--- config.mk ---
export PLATFORM = sky130hd
export DESIGN_NAME = button_req_debounce_flat
export DESIGN_NICKNAME = d
export VERILOG_FILES = /design/src/rtl/button_req_debounce_pkg.sv /design/src/rtl/button_req_debounce_if.sv /design/src/rtl/button_req_debounce_sync_2ff.sv /design/src/rtl/button_req_debounce.sv /design/src/flat_wrapper.sv
export SDC_FILE = /design/constraint.sdc
export NUM_CORES = 1
export LEC_CHECK = 0
export CAP_MARGIN = 5
export CORE_MARGIN = 5
export CORE_UTILIZATION = 44
export CTS_CLUSTER_SIZE = 20
export DETAILED_ROUTE_END_ITERATION = 16
export GPL_ROUTABILITY_DRIVEN = 0
export SLEW_MARGIN = 20
export SYNTH_ARGS = -nofsm -noshare
export SYNTH_HDL_FRONTEND = slang
export SYNTH_SLANG_ARGS = --single-unit
--- constraint.sdc ---
create_clock -name i_clk -period 3.9 [get_ports i_clk]
set_clock_uncertainty 0.1 [all_clocks]
set_input_delay 0.78 -clock i_clk [delete_from_list [all_inputs] [get_ports i_clk]]
set_output_delay 0.78 -clock i_clk [all_outputs]
set_load 0.03 [all_outputs]
--- src/rtl/button_req_debounce_pkg.sv ---
// Shared definitions for push-button input blocks: debounce FSM state
// encoding and a counter-width helper.
package button_req_debounce_pkg;

  typedef enum logic [1:0] {
    BTN_RELEASED     = 2'd0,
    BTN_PRESS_WAIT   = 2'd1,
    BTN_PRESSED      = 2'd2,
    BTN_RELEASE_WAIT = 2'd3
  } btn_state_e;

  // Width that holds 0..max_count without wrapping.
  function automatic int unsigned cnt_width(input int unsigned max_count);
    return $clog2(max_count) + 1;
  endfunction

endpackage

--- src/rtl/button_req_debounce_if.sv ---
// Button-side signal group: raw pin in, clean request/level/release out.
// slave = debouncer side, master = the block that owns the pin and consumes
// the requests.
interface button_req_debounce_if;
  logic i_btn;
  logic o_req;
  logic o_pressed;
  logic o_release;

  modport master (output i_btn, input o_req, input o_pressed, input o_release);
  modport slave  (input i_btn, output o_req, output o_pressed, output o_release);
endinterface

--- src/rtl/button_req_debounce_sync_2ff.sv ---
// sync_2ff: 1-bit two-flop synchroniser with async active-high reset and a
// parameterised reset value, reusable for any asynchronous pin input.
module sync_2ff #(
  parameter logic RESET_VAL = 1'b0
) (
  input  logic i_clk,
  input  logic i_reset,
  input  logic i_d,
  output logic o_q
);

  logic meta;

  // Two back-to-back flops to resolve metastability on the raw pin.
  always_ff @(posedge i_clk or posedge i_reset) begin
    if (i_reset) begin
      meta <= RESET_VAL;
      o_q  <= RESET_VAL;
    end else begin
      meta <= i_d;
      o_q  <= meta;
    end
  end

endmodule

--- src/rtl/button_req_debounce.sv ---
// button_req_debounce: raw bouncing push-button -> synchronised, debounced
// level (o_pressed), one-cycle press request (o_req) and one-cycle release
// pulse (o_release).
// Optional feature macro: BTN_AUTOREPEAT_EN adds a hold-to-repeat timer that
// re-issues o_req after REPEAT_DELAY cycles, then every REPEAT_PERIOD cycles.
module button_req_debounce
  import button_req_debounce_pkg::*;
#(
  parameter int unsigned DEBOUNCE_CYCLES = 250000,
  parameter bit          ACTIVE_LOW      = 1'b1,
  parameter int unsigned REPEAT_DELAY    = 12500000,
  parameter int unsigned REPEAT_PERIOD   = 6250000
) (
  input logic                  i_clk,
  input logic                  i_reset,
  button_req_debounce_if.slave bus
);

  localparam int unsigned          CNT_W    = cnt_width(DEBOUNCE_CYCLES);
  localparam logic [CNT_W-1:0]     CNT_LAST = CNT_W'(DEBOUNCE_CYCLES - 1);

  if (DEBOUNCE_CYCLES < 2 || REPEAT_DELAY < 1 || REPEAT_PERIOD < 1) begin : g_bad_params
    $error("button_req_debounce: DEBOUNCE_CYCLES must be >= 2, REPEAT_* >= 1");
  end

  logic             btn_sync;
  logic             p;
  btn_state_e       state, state_n;
  logic [CNT_W-1:0] cnt, cnt_n;
  logic             req_q, req_n;
  logic             rel_q, rel_n;
  logic             pressed_q, pressed_n;

`ifdef BTN_AUTOREPEAT_EN
  localparam int unsigned      REP_W = cnt_width((REPEAT_DELAY > REPEAT_PERIOD) ?
                                                 REPEAT_DELAY : REPEAT_PERIOD);
  localparam logic [REP_W-1:0] REP_DELAY_LAST  = REP_W'(REPEAT_DELAY - 1);
  localparam logic [REP_W-1:0] REP_PERIOD_LAST = REP_W'(REPEAT_PERIOD - 1);

  logic [REP_W-1:0] rep_cnt, rep_cnt_n;
  logic             rep_started, rep_started_n;
`endif

  // Reset value of the synchroniser is the pin's "released" level.
  sync_2ff #(
    .RESET_VAL(ACTIVE_LOW)
  ) u_sync (
    .i_clk   (i_clk),
    .i_reset (i_reset),
    .i_d     (bus.i_btn),
    .o_q     (btn_sync)
  );

  assign p = ACTIVE_LOW ? ~btn_sync : btn_sync;

  // State, stability counter, repeat timer and registered outputs.
  always_ff @(posedge i_clk or posedge i_reset) begin
    if (i_reset) begin
      state       <= BTN_RELEASED;
      cnt         <= '0;
      req_q       <= 1'b0;
      rel_q       <= 1'b0;
      pressed_q   <= 1'b0;
`ifdef BTN_AUTOREPEAT_EN
      rep_cnt     <= '0;
      rep_started <= 1'b0;
`endif
    end else begin
      state       <= state_n;
      cnt         <= cnt_n;
      req_q       <= req_n;
      rel_q       <= rel_n;
      pressed_q   <= pressed_n;
`ifdef BTN_AUTOREPEAT_EN
      rep_cnt     <= rep_cnt_n;
      rep_started <= rep_started_n;
`endif
    end
  end

  // Next-state, counter and pulse decode.
  always_comb begin
    state_n   = state;
    cnt_n     = cnt;
    req_n     = 1'b0;
    rel_n     = 1'b0;
    pressed_n = pressed_q;
`ifdef BTN_AUTOREPEAT_EN
    // Timer is held at zero everywhere except while staying in PRESSED, so
    // any entry into PRESSED starts a fresh REPEAT_DELAY wait.
    rep_cnt_n     = '0;
    rep_started_n = 1'b0;
`endif
    case (state)
      BTN_RELEASED: begin
        if (p) begin
          state_n = BTN_PRESS_WAIT;
          cnt_n   = '0;
        end
      end
      BTN_PRESS_WAIT: begin
        if (!p) begin
          state_n = BTN_RELEASED;
        end else if (cnt == CNT_LAST) begin
          state_n   = BTN_PRESSED;
          req_n     = 1'b1;
          pressed_n = 1'b1;
        end else if (cnt != '1) begin
          cnt_n = cnt + 1'b1;
        end
      end
      BTN_PRESSED: begin
        if (!p) begin
          state_n = BTN_RELEASE_WAIT;
          cnt_n   = '0;
        end else begin
`ifdef BTN_AUTOREPEAT_EN
          rep_started_n = rep_started;
          if (rep_cnt == (rep_started ? REP_PERIOD_LAST : REP_DELAY_LAST)) begin
            req_n         = 1'b1;
            rep_cnt_n     = '0;
            rep_started_n = 1'b1;
          end else begin
            rep_cnt_n = rep_cnt + 1'b1;
          end
`endif
        end
      end
      BTN_RELEASE_WAIT: begin
        if (p) begin
          state_n = BTN_PRESSED;
        end else if (cnt == CNT_LAST) begin
          state_n   = BTN_RELEASED;
          pressed_n = 1'b0;
          rel_n     = 1'b1;
        end else if (cnt != '1) begin
          cnt_n = cnt + 1'b1;
        end
      end
      default: state_n = BTN_RELEASED;
    endcase
  end

  assign bus.o_req     = req_q;
  assign bus.o_release = rel_q;
  assign bus.o_pressed = pressed_q;

endmodule

--- src/flat_wrapper.sv ---
// flat-port wrapper written by rule: the top's interface ports become plain ports
module button_req_debounce_flat import button_req_debounce_pkg::*;
#(
  parameter int unsigned DEBOUNCE_CYCLES = 250000,
  parameter bit          ACTIVE_LOW      = 1'b1,
  parameter int unsigned REPEAT_DELAY    = 12500000,
  parameter int unsigned REPEAT_PERIOD   = 6250000
)
  (i_clk, i_reset, bus_i_btn, bus_o_req, bus_o_pressed, bus_o_release);
  button_req_debounce_if bus_i ();
  input logic i_clk;
  input logic i_reset;
  input wire logic [$bits(bus_i.i_btn)-1:0] bus_i_btn;
  output wire logic [$bits(bus_i.o_req)-1:0] bus_o_req;
  output wire logic [$bits(bus_i.o_pressed)-1:0] bus_o_pressed;
  output wire logic [$bits(bus_i.o_release)-1:0] bus_o_release;
  assign bus_i.i_btn = bus_i_btn;
  assign bus_o_req = bus_i.o_req;
  assign bus_o_pressed = bus_i.o_pressed;
  assign bus_o_release = bus_i.o_release;
  button_req_debounce #(.DEBOUNCE_CYCLES(DEBOUNCE_CYCLES), .ACTIVE_LOW(ACTIVE_LOW), .REPEAT_DELAY(REPEAT_DELAY), .REPEAT_PERIOD(REPEAT_PERIOD)) u_core (.i_clk(i_clk), .i_reset(i_reset), .bus(bus_i));
endmodule
After elaboration in Yosys (flattened, before gate mapping) --
Index checks and enable logic that the tools add are counted. Widths: inputs -> output; s select.
Storage, ports and cells: register bits after elaboration 26, output and inout port bits 3
Cells by class: $add $sub $neg 1, equality and inequality tests 13, mux-type cells 24, reductions and logical operators 5
Operator list (count):
- $mux 19 | 6
- $pmux 19 s4 | 1
- $add 19x1->19 const B | 1
- $eq 19x18->1 const B | 1
- $ne 19x19->1 const B | 1
- $mux 2 | 6
- $mux 1 | 9
- $ne 2x2->1 const B | 4
- $pmux 2 s4 | 1
- $reduce_and 4->1 | 2
- $ne 3x2->1 const B | 2
- $reduce_and 5->1 | 1
- $eq 2x2->1 const B | 2
- $ne 2x1->1 const B | 2
- $eq 2x1->1 const B | 1
- $logic_not 2->1 | 1
- $pmux 1 s2 | 1
- $reduce_bool 2->1 | 1

Longest topological paths before layout --
Gate-level depths: netlist of run 1.
word-level depth 5, mapped depth 7, mapped depth without buffers 6

Cells and area by module --
A second synthesis of run 1 with hierarchy kept.
Second synthesis, totals: cells, all modules 172, area total of the unflattened synthesis 1549.0 µm²
Modules (own cells, without submodules):
- button_req_debounce | times used 1, cells each 169, area each 1492.7 µm², sequential area each 600.6 µm²
- sync_2ff | times used 1, cells each 3, area each 56.3 µm², sequential area each 52.6 µm²

Worst setup path after synthesis of run 1 --
OpenSTA, ideal clock, no wires.
path type reg2reg, start point reg u_core.cnt[0], end point reg u_core.cnt[16], setup time 0.131 ns, arrival time 1.758 ns, data required time 3.669 ns, slack 1.911 ns, cell stages (with the launch flop) 7, buffers on the path 0, path through dfrtp_1 -> ha_1 -> and4_1 -> nand4_1 -> or4_4 -> a221oi_2 -> o31ai_1
On the way: word-level cells in the longest chain between the ends 5
Ends and longest elaborated chain:
- from (decl) | RTL line button_req_debounce.sv:29 | logic [CNT_W-1:0] cnt, cnt_n;
- from (signal assigned) | RTL line button_req_debounce.sv:70 | cnt <= cnt_n;
- $add 19x1->19 or $ne 19x19->1 (tied branches)
- $mux 19 | RTL line button_req_debounce.sv:108, button_req_debounce.sv:136
- $mux 19 (*) | RTL line button_req_debounce.sv:104 | end else if (cnt == CNT_LAST) begin
- $mux 19, on equally long branches | RTL line button_req_debounce.sv:130, button_req_debounce.sv:102
- $pmux 19 s4 (*) | RTL line button_req_debounce.sv:94 | case (state)
Every way passes the cells marked *; elsewhere a longest branch is shown, timed or not. The select of a mux whose other input is x is not followed. A chain may end at the register's enable or synchronous reset.

Worst setup path after layout of run 1 --
start point reg u_core.cnt[8], end point reg u_core.cnt[2]
On the way: word-level cells in the longest chain between the ends 5
Ends and longest elaborated chain (RTL line):
- $ne 19x19->1 | button_req_debounce.sv:108, button_req_debounce.sv:136
- $mux 19
- $mux 19 (*)
- $mux 19, on equally long branches
- $pmux 19 s4 (*)
Marks and branches as above.

==> results by group, run 1 <==
Critical path
  • Setup slack of the worst register-to-register path: 1.53 ns
  • Data required time at the worst endpoint: 4.07 ns
  • Cell type of the slowest stage on the worst timing path: or4_4
  • Number of buffer and inverter instances along the worst setup path: 0
  • Ordered cell list for the critical path: nand4_2 > or4_4 > a21oi_2 > or2b_2 > a22o_1
  • Category of the worst setup path capture point: flip-flop
  • Worst EP arrival: 2.55 ns
  • Launch point of the worst reg-to-reg path: u_core.cnt[8]
  • Largest fanout on the critical path: 12
  • Max incr delay on CP: 0.55 ns
  • Depth of the worst register-to-register path: 5
  • Endpoint of the worst-slack reg-to-reg timing path: u_core.cnt[2]
  • Worst setup path category: reg2reg
  • Cell depth of the worst setup path: 5
  • CP startpoint kind: flip-flop
  • Category of cells accounting for the largest share of critical-path delay: simple AND/OR/NAND/NOR gates

Timing
  • Worst Tran Pin Value: 0.9202 ns
  • Max-slew violation count: 0
  • Relative slew slack: 0.3828
  • Fmax: 0.4216 GHz
  • Minimum clock period: 2.372 ns
  • Period utilisation layout: 0.6082
  • Setup total negative slack: 0 ns
  • Setup repair after global routing missed its margin: false
  • Number of failing hold endpoints at the final stage: 0
  • Setup Viol. Count Final: 0

Floorplanning
  • Site row count: 21
  • Area enclosed by the die boundary: 0.004664 mm²
  • Initial Utilization: 0.4516
  • Placeable core area: 0.003311 mm²
  • Width of the chip: 68.30 µm
  • Chip Height: 68.30 µm
  • Io pins: 6

Routing
  • Mean number of vias per cell: 6.199
  • Post-DRT Antenna Nets: 0
  • DRC violation count after routing: 0
  • Initial detailed-routing violation count: 120
  • Pre-Repair DR Iteration Count: 4
  • Wire length per cell after detailed routing: 16.79 µm
  • DR vias: 1277
  • Detailed-route wire length: 3.459 mm

Layout
  • Final-layout fill cell count: 348
  • Area occupied by registers: 653.1 µm²
  • Final nets: 166
  • Most common cell after layout, fill and taps aside: dfrtp_1
  • Most frequent cells in the layout: 24 x dfrtp_1, 13 x nand2_1, 13 x nand3_1
  • Layout cells sized above 1: 0.1188
  • Final antenna diode count: 0
  • Combined area of the multi-input logic cells: 795.8 µm²
  • Non-filler instance count after layout: 206
  • Area growth syn-to-layout: 9.372%
  • Final Core Density: 0.4940

Worst hold path
  • Cell count of the worst hold path: 0
  • Hold WC Path Type: reg2reg
  • Critical hold path startpoint: u_core.u_sync.meta
  • Worst hold path endpoint: u_core.u_sync.o_q

Power and ir drop
  • Power density cells: 322.2 mW/mm²
  • Power after layout: 0.5268 mW
  • Leakage component of the power: 0.6143 nW
  • Worst VDD drop: 150.6 µV

Global routing
  • Number of global-route vias before repair: 1246
  • Overall fraction of global-route tracks in use: 0.1674
  • Remaining Overflow, GRT: 0
  • Initial antenna violation count: 0
  • Largest net degree at the start of global routing: 27
  • First-pass GRT wire length: 5.961 mm

Clock network
  • Number of buffers inserted to repair setup after CTS: 0
  • Latest clock arrival within the worst-skew pair: 0.32 ns
  • Count of hold-fix buffers inserted at cts: 0
  • Buffer cell driving the clock tree root: clkbuf_4
  • Clock-pin slew on the worst setup and hold paths: 0.15 ns
  • Buffer depth of the longest clock path: 2
  • H-tree level count: 1
  • Number of buffers added by the clock tree synthesis step: 3
  • Clock sink count: 26
  • Clock tree from TritonCTS: yes
  • Cts repair resizes: 0

Job
  • Count of maximum capacitance violations: 0

Synthesis
  • Yosys top cell area share: 0.4017
  • Dominant cell type by area after synthesis: dfrtp_1
  • Number of storage elements in the synthesis netlist: 26
  • Seq/Total Area, Yosys: 0.4368
  • Post-synthesis instance area: 0.001495 mm²
  • Main area contributors after synthesis: dfrtp_1 40%, nand3_1 4.4%, nand4_1 4.2%
  • Post-synth EDFFs: 0
  • Main synth FF type: dfrtp_1
  • Distinct cells, synth: 46
  • Synthesized netlist cell count: 157
  • Async set or reset register ratio after synthesis: 1.000
  • Synthesized area per cell: 9.523 µm²
  • Number of warning messages in the yosys log: 0
  • Net count after synthesis: 162

Outcome
  • Run status: complete, no violations

Place
  • # port buffers: 5
  • Post-DP HPWL: 2.415 mm
  • Number of placed instances, taps included: 202
[worst reg2reg max path: stages, from the launching register on]
cell     delay [ns]
dfrtp_1        0.48
nand4_2        0.19
or4_4          0.55
a21oi_2        0.55
or2b_2         0.30
a22o_1         0.16
[per-layer routing]
layer | GRT usage | wire length, µm
met2 | 0.2491 | 1572
met4 | 0.05707 | 25
met1 | 0.2490 | 1698
met5 | 0 | 0
met3 | 0.01970 | 163
[layout make-up]
type                            instances  share of cell area
Inverter                                5             0.01148
Multi-Input combinational cell        119              0.4866
Sequential cell                        26              0.3994
Timing Repair Buffer                    6             0.03520
Tap cell                               46             0.03520
Clock inverter                          1             0.01836
Clock buffer                            3             0.01377
[per-stage QoR]
stage | setup slack [ns] | hold WS [ns] | cell area, µm²
after floorplan | 1.911 | 0.2452 | 1495
after global routing | 1.476 | 0.2748 | 1635
after global placement | 1.626 | 0.2455 | 1575
after CTS | 1.560 | 0.2713 | 1628
final | 1.528 | 0.2693 | 1635
after detailed placement | 1.596 | 0.2512 | 1575
[flip-flops by register name, summed over array words and instances (netlist names), named ones only]
signal and count:
u_core.u_sync.meta 1, u_core.bus.o_pressed 1, u_core.bus.o_req 1, u_core.state 1, u_core.bus.o_release 1, u_core.u_sync.o_q 1
u_core.cnt 19
[power breakdown]
group / internal (mW) / switching (mW) / total (mW)
combinational: 0.0169 / 0.0232 / 0.0401
clock: 0.104 / 0.0822 / 0.186
sequential: 0.280 / 0.0207 / 0.301
[how the worst max path moves through the flow]
stage / from / to
2_1_floorplan: u_core.cnt[0] / u_core.cnt[16]
3_3_place_gp: u_core.cnt[8] / u_core.cnt[3]
3_5_place_dp: u_core.cnt[8] / u_core.cnt[3]
4_1_cts: u_core.cnt[8] / u_core.cnt[2]
5_1_grt: u_core.cnt[8] / u_core.cnt[7]
6_report: u_core.cnt[8] / u_core.cnt[2]
[synthesized netlist by cell type, types with 2 or more instances]
library cell  number
nand3_1           13
a21oi_2            2
o211ai_1           3
or4_1              3
dfstp_2            2
buf_2              4
nor3_1             4
and2_1             4
o21ai_0            6
clkbuf_1           2
o21ai_1            7
nor4_1             3
o31ai_1            4
xor2_1             2
or3_1              5
dfrtp_1           24
or4_4              2
inv_1              5
o41ai_1            2
and4_1             2
nand4_1           10
a22o_1             2
a21oi_1            3
ha_1               2
nor2_1             4
or2_1              2
o311ai_1           4
nand2_1           13
[cells by family (layout without fill, tap and decap cells)]
group | count (synthesis) | after routing | share of synthesized area
simple gates | 73 | 73 | 0.2879
fa+ha+maj | 2 | 2 | 0.01673
xor+xnor | 3 | 3 | 0.01758
buf+inv | 12 | 15 | 0.03599
compound gates | 40 | 40 | 0.1983
flops | 26 | 26 | 0.4368
mux | 1 | 1 | 0.006695
No activity file was read; power rests on OpenSTA's default activity.
==> inputs of run 2 (changes only) <==
Clock period 3.9 ns to 2.3 ns, I/O delays scaled along.
==> results by group, run 2 (synthesis gave the netlist of run 1 again) <==
Outcome
  • Run status: complete, no violations

Routing
  • Wire length per cell after detailed routing: 16.36 µm
  • Post-DRT Antenna Nets: 0
  • Detailed-route wire length: 3.468 mm
  • Pre-Repair DR Iteration Count: 4
  • Initial detailed-routing violation count: 93
  • DR vias: 1306
  • Mean number of vias per cell: 6.160
  • DRC violation count after routing: 0

Layout
  • Max FFs per register: 19
  • Final-layout fill cell count: 313
  • Final antenna diode count: 0
  • Most flops, register: u_core.cnt
  • Most common cell after layout, fill and taps aside: dfrtp_1
  • Layout cells sized above 1: 0.1506
  • Final nets: 172
  • Final Core Density: 0.5057
  • Non-filler instance count after layout: 212
  • Post-route cell area: 0.001674 mm²
  • Area growth syn-to-layout: 11.97%
  • Most frequent cells in the layout: 23 x dfrtp_1, 13 x nand2_1, 13 x nand3_1

Critical path
  • Data required time at the worst endpoint: 2.42 ns
  • CP startpoint kind: flip-flop
  • Largest fanout on the critical path: 5
  • Category of the worst setup path capture point: flip-flop
  • Worst setup path category: reg2reg
  • Worst EP arrival: 2.25 ns

Power and ir drop
  • Power after layout: 0.8983 mW
  • Power density cells: 536.6 mW/mm²
  • Leakage component of the power: 0.6476 nW
  • Worst VDD drop: 215.3 µV

Timing
  • Final worst setup slack: 0.1708 ns
  • Minimum clock period: 2.129 ns
  • Setup repair after global routing missed its margin: false
  • Relative slew slack: 0.5627
  • Number of failing hold endpoints at the final stage: 0
  • Final hold slack: 0.2659 ns
  • Worst Tran Pin Value: 0.6513 ns
  • Period utilisation layout: 0.9257
  • Max-slew violation count: 0
  • Setup total negative slack: 0 ns
  • Fmax: 0.4697 GHz
  • Setup Viol. Count Final: 0

Worst hold path
  • Hold WC Path Type: reg2reg

Floorplanning
  • Initial Utilization: 0.4516
  • Chip Height: 68.30 µm
  • Area enclosed by the die boundary: 0.004664 mm²
  • Io pins: 6
  • Placeable core area: 0.003311 mm²
  • Site row count: 21
  • Width of the chip: 68.30 µm

Clock network
  • Number of buffers added by the clock tree synthesis step: 3
  • Latest clock arrival within the worst-skew pair: 0.33 ns
  • Clock-pin slew on the worst setup and hold paths: 0.14 ns
  • Clock sink count: 26
  • Buffer cell driving the clock tree root: clkbuf_4
  • Buffer depth of the longest clock path: 2
  • H-tree level count: 1
  • Count of hold-fix buffers inserted at cts: 0
  • Clock tree from TritonCTS: yes

Global routing
  • Number of global-route vias before repair: 1353
  • Overall fraction of global-route tracks in use: 0.1772
  • Largest net degree at the start of global routing: 27
  • Initial antenna violation count: 0
  • Remaining Overflow, GRT: 0
  • First-pass GRT wire length: 6.210 mm

Place
  • # port buffers: 5
  • Number of placed instances, taps included: 207
  • Placed cell areas: 0.001613 mm²
  • Dpl ws: 0.1629 ns
  • Post-DP HPWL: 2.510 mm

Job
  • Count of maximum capacitance violations: 0
-- run 2: cell types whose count changed in the layout (fill, tap and decap cells not counted) --
cell | before | now
inv_1 | 4 | 5
buf_4 | 1 | 7
xor2_2 | 1 | 0
xor2_1 | 1 | 2
dfrtp_1 | 24 | 23
dfrtp_2 | 0 | 1
clkinv_1 | 1 | 0
-- run 2: timing repair --
action | CTS | global route
endpoints found under the hold margin | 0 | 0
setup buffers | 0 | 1
gates resized for setup | 0 | 1
setup endpoints to repair | 0 | 1
-- run 2: final cells by class --
type	instances	area, µm²	area share
clock buffer	3	22.52	0.01345
clock inverter	1	30.03	0.01794
inverter	5	18.77	0.01121
multi-input combinational	119	788.3	0.4709
sequential	26	654.4	0.3909
tap	46	57.56	0.03438
timing repair buffer	12	102.6	0.06129
-- run 2: final timing paths --
| kind | from | slack (ns) | endpoint | cells after the start |
|---|---|---|---|---|
| max | u_core.cnt[1] | 0.17 | u_core.cnt[16] | 6 |
| min | u_core.u_sync.meta | 0.27 | u_core.u_sync.o_q | 0 |
| max reg2reg | u_core.cnt[1] | 0.17 | u_core.cnt[16] | 6 |
| min reg2reg | u_core.u_sync.meta | 0.27 | u_core.u_sync.o_q | 0 |
| max in group asynchronous | i_reset | 1.44 | u_core.u_sync.meta | 3 |
| min in group asynchronous | i_reset | 0.37 | u_core.state[0] | 3 |
-- run 2: power breakdown --
group | internal [mW] | total [mW] | switching [mW]
clock | 0.176 | 0.315 | 0.138
combinational | 0.0343 | 0.0755 | 0.0412
sequential | 0.475 | 0.508 | 0.0331
-- run 2: metal layers --
layer	vias up	global-route usage	wire length [µm]
met5	-	0	0
met4	0	0.08189	63
met3	8	0.03777	163
met2	30	0.2792	1637
met1	640	0.2315	1602
li1	628	-	-
-- run 2: critical path, stage by stage (launching register included) --
cell and delay [ns]:
dfrtp_1 0.44, ha_1 0.25, and4_1 0.27, nand4_1 0.17
or4_4 0.46, a221oi_2 0.24, o31ai_1 0.09
